File: src/rtl/chara_hit_control_pkg.sv
// Shared game constants, hit FSM state encoding and small helpers.
// Used by chara_hit_control and the frame tick generator.
package chara_hit_control_pkg;

   localparam int H_LAST = 639;
   localparam int V_LAST = 479;

   localparam logic [11:0] TRANSPARENT_KEY = 12'h0f0;

   localparam int STAGE_FIRST = 0;
   localparam int STAGE_LAST  = 10;

   typedef enum logic [1:0] {
      ST_IDLE  = 2'd0,
      ST_ALIVE = 2'd1,
      ST_INV   = 2'd2,
      ST_DEAD  = 2'd3
   } hit_state_e;

   function automatic logic [7:0] sat_inc8(
      input logic [7:0] v,
      input logic       en
   );
      return (v == 8'hff) ? v : v + 8'(en);
   endfunction

endpackage

File: src/rtl/chara_hit_control_frame_tick.sv
// One-cycle frame tick at the last visible pixel of a scan.
// Edge-qualified so a held last coordinate yields a single tick.
module frame_tick_gen
   import chara_hit_control_pkg::*;
(
   input  logic       clk,
   input  logic       reset_n,
   input  logic [9:0] pixel_x,
   input  logic [9:0] pixel_y,
   output logic       tick
);

   logic at_last;
   logic at_last_q;

   assign at_last = (pixel_x == 10'(H_LAST))
                 && (pixel_y == 10'(V_LAST));

   always_ff @(posedge clk or negedge reset_n) begin
      if (!reset_n) at_last_q <= 1'b0;
      else          at_last_q <= at_last;
   end

   assign tick = at_last & ~at_last_q;

endmodule

File: src/rtl/chara_hit_control.sv
// Character collision and life manager; optional blink via
// CHARA_HIT_BLINK_EN (undefined: blink tied low).
module chara_hit_control
   import chara_hit_control_pkg::*;
#(
   parameter int          LIVES_INIT  = 3,
   parameter int          INV_FRAMES  = 120,
   parameter int          MIN_OVERLAP = 16,
   parameter int          PIPE_DLY    = 3,
   parameter logic [11:0] TRANSPARENT = TRANSPARENT_KEY
) (
   input  logic        clk,
   input  logic        reset_n,
   input  logic [3:0]  stage,
   input  logic [9:0]  pixel_x,
   input  logic [9:0]  pixel_y,
   input  logic        chara_region,
   input  logic [2:0]  enemy_region,
   input  logic [11:0] enemy_rgb,
   output logic [1:0]  lives,
   output logic        hit_pulse,
   output logic        invincible,
   output logic        blink,
   output logic        game_over
);

   localparam int INV_W = $clog2(INV_FRAMES + 1);

   localparam logic [INV_W-1:0] INV_LOAD  = INV_W'(INV_FRAMES);
   localparam logic [1:0]       LIVES_RST = 2'(LIVES_INIT);
   localparam logic [7:0]       MIN_OV    = 8'(MIN_OVERLAP);

   localparam logic [1:0] IDLE  = ST_IDLE;
   localparam logic [1:0] ALIVE = ST_ALIVE;
   localparam logic [1:0] INV   = ST_INV;
   localparam logic [1:0] DEAD  = ST_DEAD;

   logic             tick;
   logic [PIPE_DLY-1:0] chara_sr;
   logic [PIPE_DLY-1:0] enemy_sr;
   logic             ovl;
   logic [7:0]       ov_cnt;
   logic [7:0]       ov_sum;
   logic             hit_now;
   logic [3:0]       stage_q;
   logic             stage_chg;
   logic [1:0]       state;
   logic [INV_W-1:0] inv_cnt;

   frame_tick_gen u_tick (
      .clk     (clk),
      .reset_n (reset_n),
      .pixel_x (pixel_x),
      .pixel_y (pixel_y),
      .tick    (tick)
   );

   // Region bits are delayed to line up with the colour pipeline.
   always_ff @(posedge clk or negedge reset_n) begin
      if (!reset_n) begin
         chara_sr <= '0;
         enemy_sr <= '0;
      end else begin
         chara_sr[0] <= chara_region;
         enemy_sr[0] <= |enemy_region;
         for (int i = 1; i < PIPE_DLY; i++) begin
            chara_sr[i] <= chara_sr[i-1];
            enemy_sr[i] <= enemy_sr[i-1];
         end
      end
   end

   assign ovl = chara_sr[PIPE_DLY-1]
             & enemy_sr[PIPE_DLY-1]
             & (enemy_rgb != TRANSPARENT);

   assign ov_sum    = sat_inc8(ov_cnt, ovl);
   assign hit_now   = tick && (ov_sum >= MIN_OV);
   assign stage_chg = (stage != stage_q);

   always_ff @(posedge clk or negedge reset_n) begin
      if (!reset_n) begin
         ov_cnt  <= 8'd0;
         stage_q <= 4'd0;
      end else begin
         ov_cnt  <= (tick || stage_chg) ? 8'd0 : ov_sum;
         stage_q <= stage;
      end
   end

   always_ff @(posedge clk or negedge reset_n) begin
      if (!reset_n) begin
         state      <= IDLE;
         lives      <= LIVES_RST;
         inv_cnt    <= '0;
         hit_pulse  <= 1'b0;
         invincible <= 1'b0;
         game_over  <= 1'b0;
      end else begin
         hit_pulse <= 1'b0;
         if (stage == 4'd0) begin
            state      <= IDLE;
            lives      <= LIVES_RST;
            inv_cnt    <= '0;
            invincible <= 1'b0;
            game_over  <= 1'b0;
         end else begin
            unique case (state)
               IDLE: begin
                  state      <= INV;
                  inv_cnt    <= INV_LOAD;
                  invincible <= 1'b1;
               end
               ALIVE: begin
                  // Stage change wins over a same-cycle hit.
                  if (stage_chg) begin
                     state      <= INV;
                     inv_cnt    <= INV_LOAD;
                     invincible <= 1'b1;
                  end else if (hit_now && lives != 2'd0) begin
                     lives     <= lives - 2'd1;
                     hit_pulse <= 1'b1;
                     if (lives == 2'd1) begin
                        state     <= DEAD;
                        game_over <= 1'b1;
                     end else begin
                        state      <= INV;
                        inv_cnt    <= INV_LOAD;
                        invincible <= 1'b1;
                     end
                  end
               end
               INV: begin
                  if (stage_chg) begin
                     inv_cnt <= INV_LOAD;
                  end else if (tick) begin
                     if (inv_cnt <= INV_W'(1)) begin
                        state      <= ALIVE;
                        inv_cnt    <= '0;
                        invincible <= 1'b0;
                     end else begin
                        inv_cnt <= inv_cnt - INV_W'(1);
                     end
                  end
               end
               DEAD: begin
                  game_over <= 1'b1;
               end
            endcase
         end
      end
   end

`ifdef CHARA_HIT_BLINK_EN
   logic [1:0] blk_cnt;

   always_ff @(posedge clk or negedge reset_n) begin
      if (!reset_n)          blk_cnt <= 2'd0;
      else if (state != INV) blk_cnt <= 2'd0;
      else if (tick)         blk_cnt <= blk_cnt + 2'd1;
   end

   assign blink = blk_cnt[1];
`else
   assign blink = 1'b0;
`endif

endmodule

File: config.mk
export PLATFORM = sky130hd
export DESIGN_NAME = chara_hit_control
export DESIGN_NICKNAME = d
export VERILOG_FILES = /design/src/rtl/chara_hit_control_pkg.sv /design/src/rtl/chara_hit_control_frame_tick.sv /design/src/rtl/chara_hit_control.sv
export SDC_FILE = /design/constraint.sdc
export NUM_CORES = 1
export LEC_CHECK = 0
export ABC_AREA = 1
export CORE_MARGIN = 1.5
export CORE_UTILIZATION = 30
export CTS_CLUSTER_DIAMETER = 100
export DETAILED_ROUTE_END_ITERATION = 8
export PLACE_DENSITY = 0.53
export SLEW_MARGIN = 20
export SYNTH_ARGS = -nofsm -noshare
export SYNTH_HDL_FRONTEND = slang
export SYNTH_HIERARCHICAL = 1
export SYNTH_SLANG_ARGS = --single-unit
File: constraint.sdc
create_clock -name clk -period 3.95 [get_ports clk]
set_input_delay 0.9875 -clock clk [delete_from_list [all_inputs] [get_ports clk]]
set_output_delay 0.9875 -clock clk [all_outputs]
set_load 0.01 [all_outputs]
---- After elaboration in Yosys (flattened, before gate mapping) ----
Index checks and enable logic that the tools add are counted.
word-level totals
  bits in registers ....................... 33
  latch bits .............................. 0
  RAM bits ................................ 0
  ROM bits ................................ 0
  input bits .............................. 42
  output and inout port bits .............. 6
  logic and storage cells ................. 95
  memories kept ........................... 0
cells by class
  add/sub/neg operators ................... 3
  multiply operators ...................... 0
  div/mod/pow operators ................... 0
  magnitude comparators ................... 2
  eq/ne operators ......................... 19
  shift operators ......................... 0
  mux-type cells .......................... 39
  bitwise logic cells ..................... 4
  reductions and logical operators ........ 17
operators with widths
  operator                                                                  count
  7-bit 2-to-1 mux                                                          7
  7-bit case mux with 3 select lines                                        1
  2-bit 2-to-1 mux                                                          10
  3-bit inequality test, second input constant                              6
  1-bit 2-to-1 mux                                                          16
  8-bit 2-to-1 mux                                                          2
  12-bit by 8-bit inequality test with 1-bit output, second input constant  1
  4-bit inequality test, second input constant                              3
  10-bit == test, second input constant                                     1
  10-bit by 9-bit == test with 1-bit output, second input constant          1
  8-bit by 1-bit adder with 8-bit output                                    1
  8-bit == test, second input constant                                      1
  8-bit by 5-bit >= comparator with 1-bit output, second input constant     1
  4-bit AND reduction                                                       2
  7-bit by 1-bit <= comparator with 1-bit output, second input constant     1
  7-bit by 1-bit subtractor with 7-bit output, second input constant        1
  2-bit case mux with 3 select lines                                        1
  6-bit AND reduction                                                       1
  2-bit nonzero test                                                        3
  5-bit AND reduction                                                       1
  2-bit by 1-bit == test with 1-bit output, second input constant           2
  2-bit == test, second input constant                                      2
  4-bit logical NOT                                                         1
  4-bit inequality test                                                     1
  13 further kinds                                                          17

---- Logic depth before layout (Yosys ltp) ----
  word-level depth ........................ 11
  mapped depth ............................ 18
  mapped depth without buffers ............ 17

---- Modules after synthesis ----
Netlist, hierarchy kept.
modules (own cells, without submodules)
  module             instances  cells an instance  area an instance (µm²)  seq. area each (µm²)
  chara_hit_control  1          224                1824.2                  803.3
  frame_tick_gen     1          23                 116.4                   25.0

---- Worst setup path after synthesis ----
No wires, ideal clock.
  path type ............................... input to register
  from .................................... input port enemy_rgb[9]
  to ...................................... register inv_cnt[0]
  setup time .............................. 74 ps
  data arrival time ....................... 2666 ps
  required time ........................... 3876 ps
  slack ................................... 1210 ps
  stages on the path ...................... 16
  path buffers ............................ 1
  cell sequence ........................... nor4_1 > a31oi_1 > ha_1 > ha_1 > nand2_1 > nor2_2 > nand3_1 > nand3_1 > nor2_1 > nand2_1 > nand2_2 > nand2_2 > nand2_4 > buf_6 > nand2_2 > o21ai_2
on the way
  word-level cells in the longest chain between the ends .. 9
ends and longest elaborated chain
  element                                            line                         RTL
  from (decl)                                        chara_hit_control.sv:19      input logic [11:0] enemy_rgb,
  12-bit by 8-bit inequality test with 1-bit output  chara_hit_control.sv:75      & (enemy_rgb != TRANSPARENT);
  1-bit bitwise AND                                  chara_hit_control.sv:75
  8-bit by 1-bit adder with 8-bit output             chara_hit_control_pkg.sv:24  return (v == 8'hff) ? v : v + 8'(en);
  8-bit 2-to-1 mux                                   chara_hit_control_pkg.sv:24
  8-bit by 5-bit >= comparator with 1-bit output     chara_hit_control.sv:78      assign hit_now = tick && (ov_sum >= MIN_OV);
  1-bit logical AND                                  chara_hit_control.sv:78
  1-bit logical AND                                  chara_hit_control.sv:120     end else if (hit_now && lives != 2'd0) begin
  4-bit inequality test (no source line)             -
  4-bit AND reduction (no source line)               -
  to (signal assigned)                               chara_hit_control.sv:142     inv_cnt <= inv_cnt - INV_W'(1);
  to (decl)                                          chara_hit_control.sv:48      logic [INV_W-1:0] inv_cnt;
Every way passes these cells.
A chain may end at the register's enable or synchronous reset.

---- Final worst setup path ----
  from .................................... input port enemy_rgb[7]
  to ...................................... register inv_cnt[3]
Same word-level chain as after synthesis.

==> impl_metrics.yaml <==
setup_path:
  worst_setup_path_start_kind: "primary input"
  worst_setup_path_end_kind: "flip-flop"
  cpPeakStageDelay_ns: 0.46
  critical-path-slowest-cell: "clkdlybuf4s50_1"
  critical_path.top_delay_family: "simple AND/OR/NAND/NOR gates"
  worst-r2r-setup-slack_ns: 1.89
  worst_r2r_path_depth: 16
  critical_path_arrival_ns: 3.21
  type_of_the_worst_setup_path: "in -> reg"
  cp_data_required_time_ns: 4.16
  critical_path_peak_fanout: 14
  critical_path_buf_inv_count: 1
  cp_cell_sequence: "clkdlybuf4s50_1 -> nand2_1 -> nor3_1 -> a31oi_1 -> ha_1 -> ha_1 -> nand2_1 -> nor2_2 -> nand3_1 -> nand3_1 -> nor2_1 -> nand2_1 -> nand2_2 -> nand2_2 -> nand2_4 -> nand2_1 -> o21ai_2"
  critical_path.startpoint: "enemy_rgb[7]"
  rr_startpoint: "chara_sr[2]"
  cp_common_cell: "nand2_1"
  r2r_end: "inv_cnt[3]"
detailed_routing:
  vias_per_cell: 4.42
  route.vias.total: 1666
  remaining_drc_errors: 0
  postRouteWirelength_um: 3770
  wl_per_cell_um: 10.0
  final_antenna_net_count: 0
  drt_first_pass_iters: 4
  violation_count_after_the_first_detailed_route_iteration: 62
placement:
  dpl.hpwl_um: 2950
  post_place_worst_slack_ns: 0.639
  place.gp.congestion: 0.786
  buffers_added_on_ports: 46
  detailed_place.area_sq_um: 2490
cells_and_area:
  nFillCells: 674
  multiInputGateArea_sq_um: 977
  layout_cell_share_with_drive_strength_beyond_1: 0.113
  regArea_sq_um: 828
  syn_to_final_growth_pct: 34.1
  antennaDiodeCount: 0
  fin_nets: 352
  summed_area_of_non_filler_cells_in_the_final_layout_sq_um: 2600
min_path:
  worst_hold_path.endpoint: "enemy_sr[2]"
  hold_path_depth: 0
  hp-class: "reg -> reg"
  hold_path_startpoint: "enemy_sr[1]"
logic_synthesis:
  syn_nets: 300
  mappedNetlistArea_sq_um: 1940
  yosys_warnings: 6
  postSynthRegisterBits: 33
  ys_seq_area_frac: 0.427
  synth.avg_cell_area_sq_um: 7.86
  syn-instance-count: 247
  ys_types: 33
global_route:
  vias_in_the_first_global_route: 1551
  total_track_usage: 0.116
  antenna_found_initial: 0
  grt.overflow.total: 0
  pin_count_of_the_biggest_net_entering_global_routing: 34
  grt_first_pass_wirelength_um: 6650
clock_tree:
  clk_pin_slew_worst_paths_ns: 0.07
  cts_repair_resize_count: 0
  cts-root-buf: "clkbuf_8"
  clock_latency_ns: 0.28
  postCtsSetupRepairBufs: 0
  hold_buffers: 0
  clock_sink_count: 33
  cts_max_level: 2
  maximum_clock_path_buffer_count: 2
  numCtsBuffers: 5
  cts_tree: "built"
sta:
  period_needed_ns: 3.00
  max_slew_margin: 0.600
  skew_ns: 0.00479
  layout_setup_ws_ns: 0.950
  setup-violations-final: 0
  final_min_period_over_clock_period: 0.760
  fin_setup_tns_ns: 0
  rsz0062_at_grt: "false"
  finalHoldViolations: 0
  max_freq_mhz: 333
  worst-slew-pin-transition_ns: 0.598
  finalMaxSlewViolations: 0
die:
  dieArea_sq_um: 6960
  initial_utilization: 0.307
  core_region_area_sq_um: 6310
  die_h_um: 83.4
  num_io_pins: 48
  core.rowCount: 29
  fp.dieW_um: 83.4
flow_run:
  cap_violations: 0
outcome:
  run_status: "finished clean"
pwr:
  leakage_nw: 1.19
  irDropWorstVdd_uv: 172
  p_per_area_nw_per_um2: 429
## cell usage in the layout (no fill, tap or decap), types with 2 or more instances in the layout
cell type,Yosys,routed
nand3_1,16,16
nand4_1,2,2
nor2_1,38,38
nor4_1,2,2
nor2_2,2,2
nand2_1,53,53
o21ai_2,7,7
nand2_2,9,9
o21bai_1,2,2
clkbuf_8,0,6
nor3_1,3,3
a21oi_1,7,7
or2_2,2,2
clkdlybuf4s50_1,0,46
dfstp_2,2,2
o21ai_0,6,6
ha_1,11,11
xor2_1,4,4
a31oi_1,4,4
inv_1,30,30
dfrtp_1,31,31
o21ai_1,3,3
## cells in the mapped netlist
cell | number | share of area
a21o_1 | 1 | 0.0039
a21oi_1 | 7 | 0.018
a31oi_1 | 4 | 0.013
buf_4 | 1 | 0.0039
buf_6 | 1 | 0.0058
conb_1 | 1 | 0.0019
dfrtp_1 | 31 | 0.40
dfstp_2 | 2 | 0.027
ha_1 | 11 | 0.071
inv_1 | 30 | 0.058
inv_2 | 1 | 0.0019
nand2_1 | 53 | 0.10
nand2_2 | 9 | 0.029
nand2_4 | 1 | 0.0058
nand3_1 | 16 | 0.041
nand3b_1 | 1 | 0.0039
nand4_1 | 2 | 0.0064
nor2_1 | 38 | 0.074
nor2_2 | 2 | 0.0064
nor2_4 | 1 | 0.0058
nor3_1 | 3 | 0.0077
nor3_2 | 1 | 0.0052
nor4_1 | 2 | 0.0064
o211ai_1 | 1 | 0.0039
o21ai_0 | 6 | 0.015
o21ai_1 | 3 | 0.0077
o21ai_2 | 7 | 0.032
o21bai_1 | 2 | 0.0077
or2_0 | 1 | 0.0032
or2_2 | 2 | 0.0064
or3_1 | 1 | 0.0032
xnor2_1 | 1 | 0.0045
xor2_1 | 4 | 0.018
## flip-flops by register name, summed over array words and instances (netlist names)
register and cells:
chara_sr 3, invincible 1, hit_pulse 1, lives 2
enemy_sr 3, state 2, u_tick/at_last_q 1, game_over 1
ov_cnt 8, stage_q 4, inv_cnt 7
## cells by family after synthesis
kind of cell    synth area share
compound gates             0.101
xor+xnor                  0.0226
fa+ha+maj                 0.0709
buf+inv                   0.0696
flops                      0.427
other cells              0.00193
simple gates               0.307
## metrics by stage
step | hold slack [ns] | instances | power, mW | utilization
floorplan | 0.331 | 247 | 0.685 | -
global placement | 0.334 | 369 | 0.794 | 0.394
detailed placement | 0.336 | 369 | 0.796 | 0.394
CTS | 0.352 | 377 | 1.13 | 0.412
global route | 0.357 | 377 | 1.20 | 0.412
finish | 0.349 | 377 | 1.12 | 0.412
## layout make-up
class                      instances  share of cell area
sequential                        33               0.318
tap                               77              0.0370
clock inverter                     1              0.0115
clock buffer                       7              0.0332
inverter                          31              0.0447
timing repair buffer              47               0.180
multi-input combinational        181               0.375
## routing by layer
metal | track usage | vias to the layer above | routed length (um)
met5 | 0 | - | 0
met4 | 0.0358 | 0 | 43
met3 | 0.0328 | 5 | 165
met2 | 0.179 | 35 | 1680
met1 | 0.160 | 734 | 1890
li1 | - | 892 | -
## how the worst max path moves through the flow
stage	endpoint	slack, ns	depth (start not counted)
floorplan	inv_cnt[0]	1.21	16
global placement	inv_cnt[2]	0.69	16
detailed placement	inv_cnt[6]	0.64	17
CTS	inv_cnt[6]	0.94	17
global route	inv_cnt[6]	0.75	16
finish	inv_cnt[3]	0.95	17
## power breakdown
part	switching [mW]	internal, mW	leakage (nW)
registers	0.0367	0.383	0.402
clock network	0.123	0.206	0.0585
logic	0.204	0.165	0.728
total	0.364	0.754	1.19
Power figures use the tool's default switching activity.
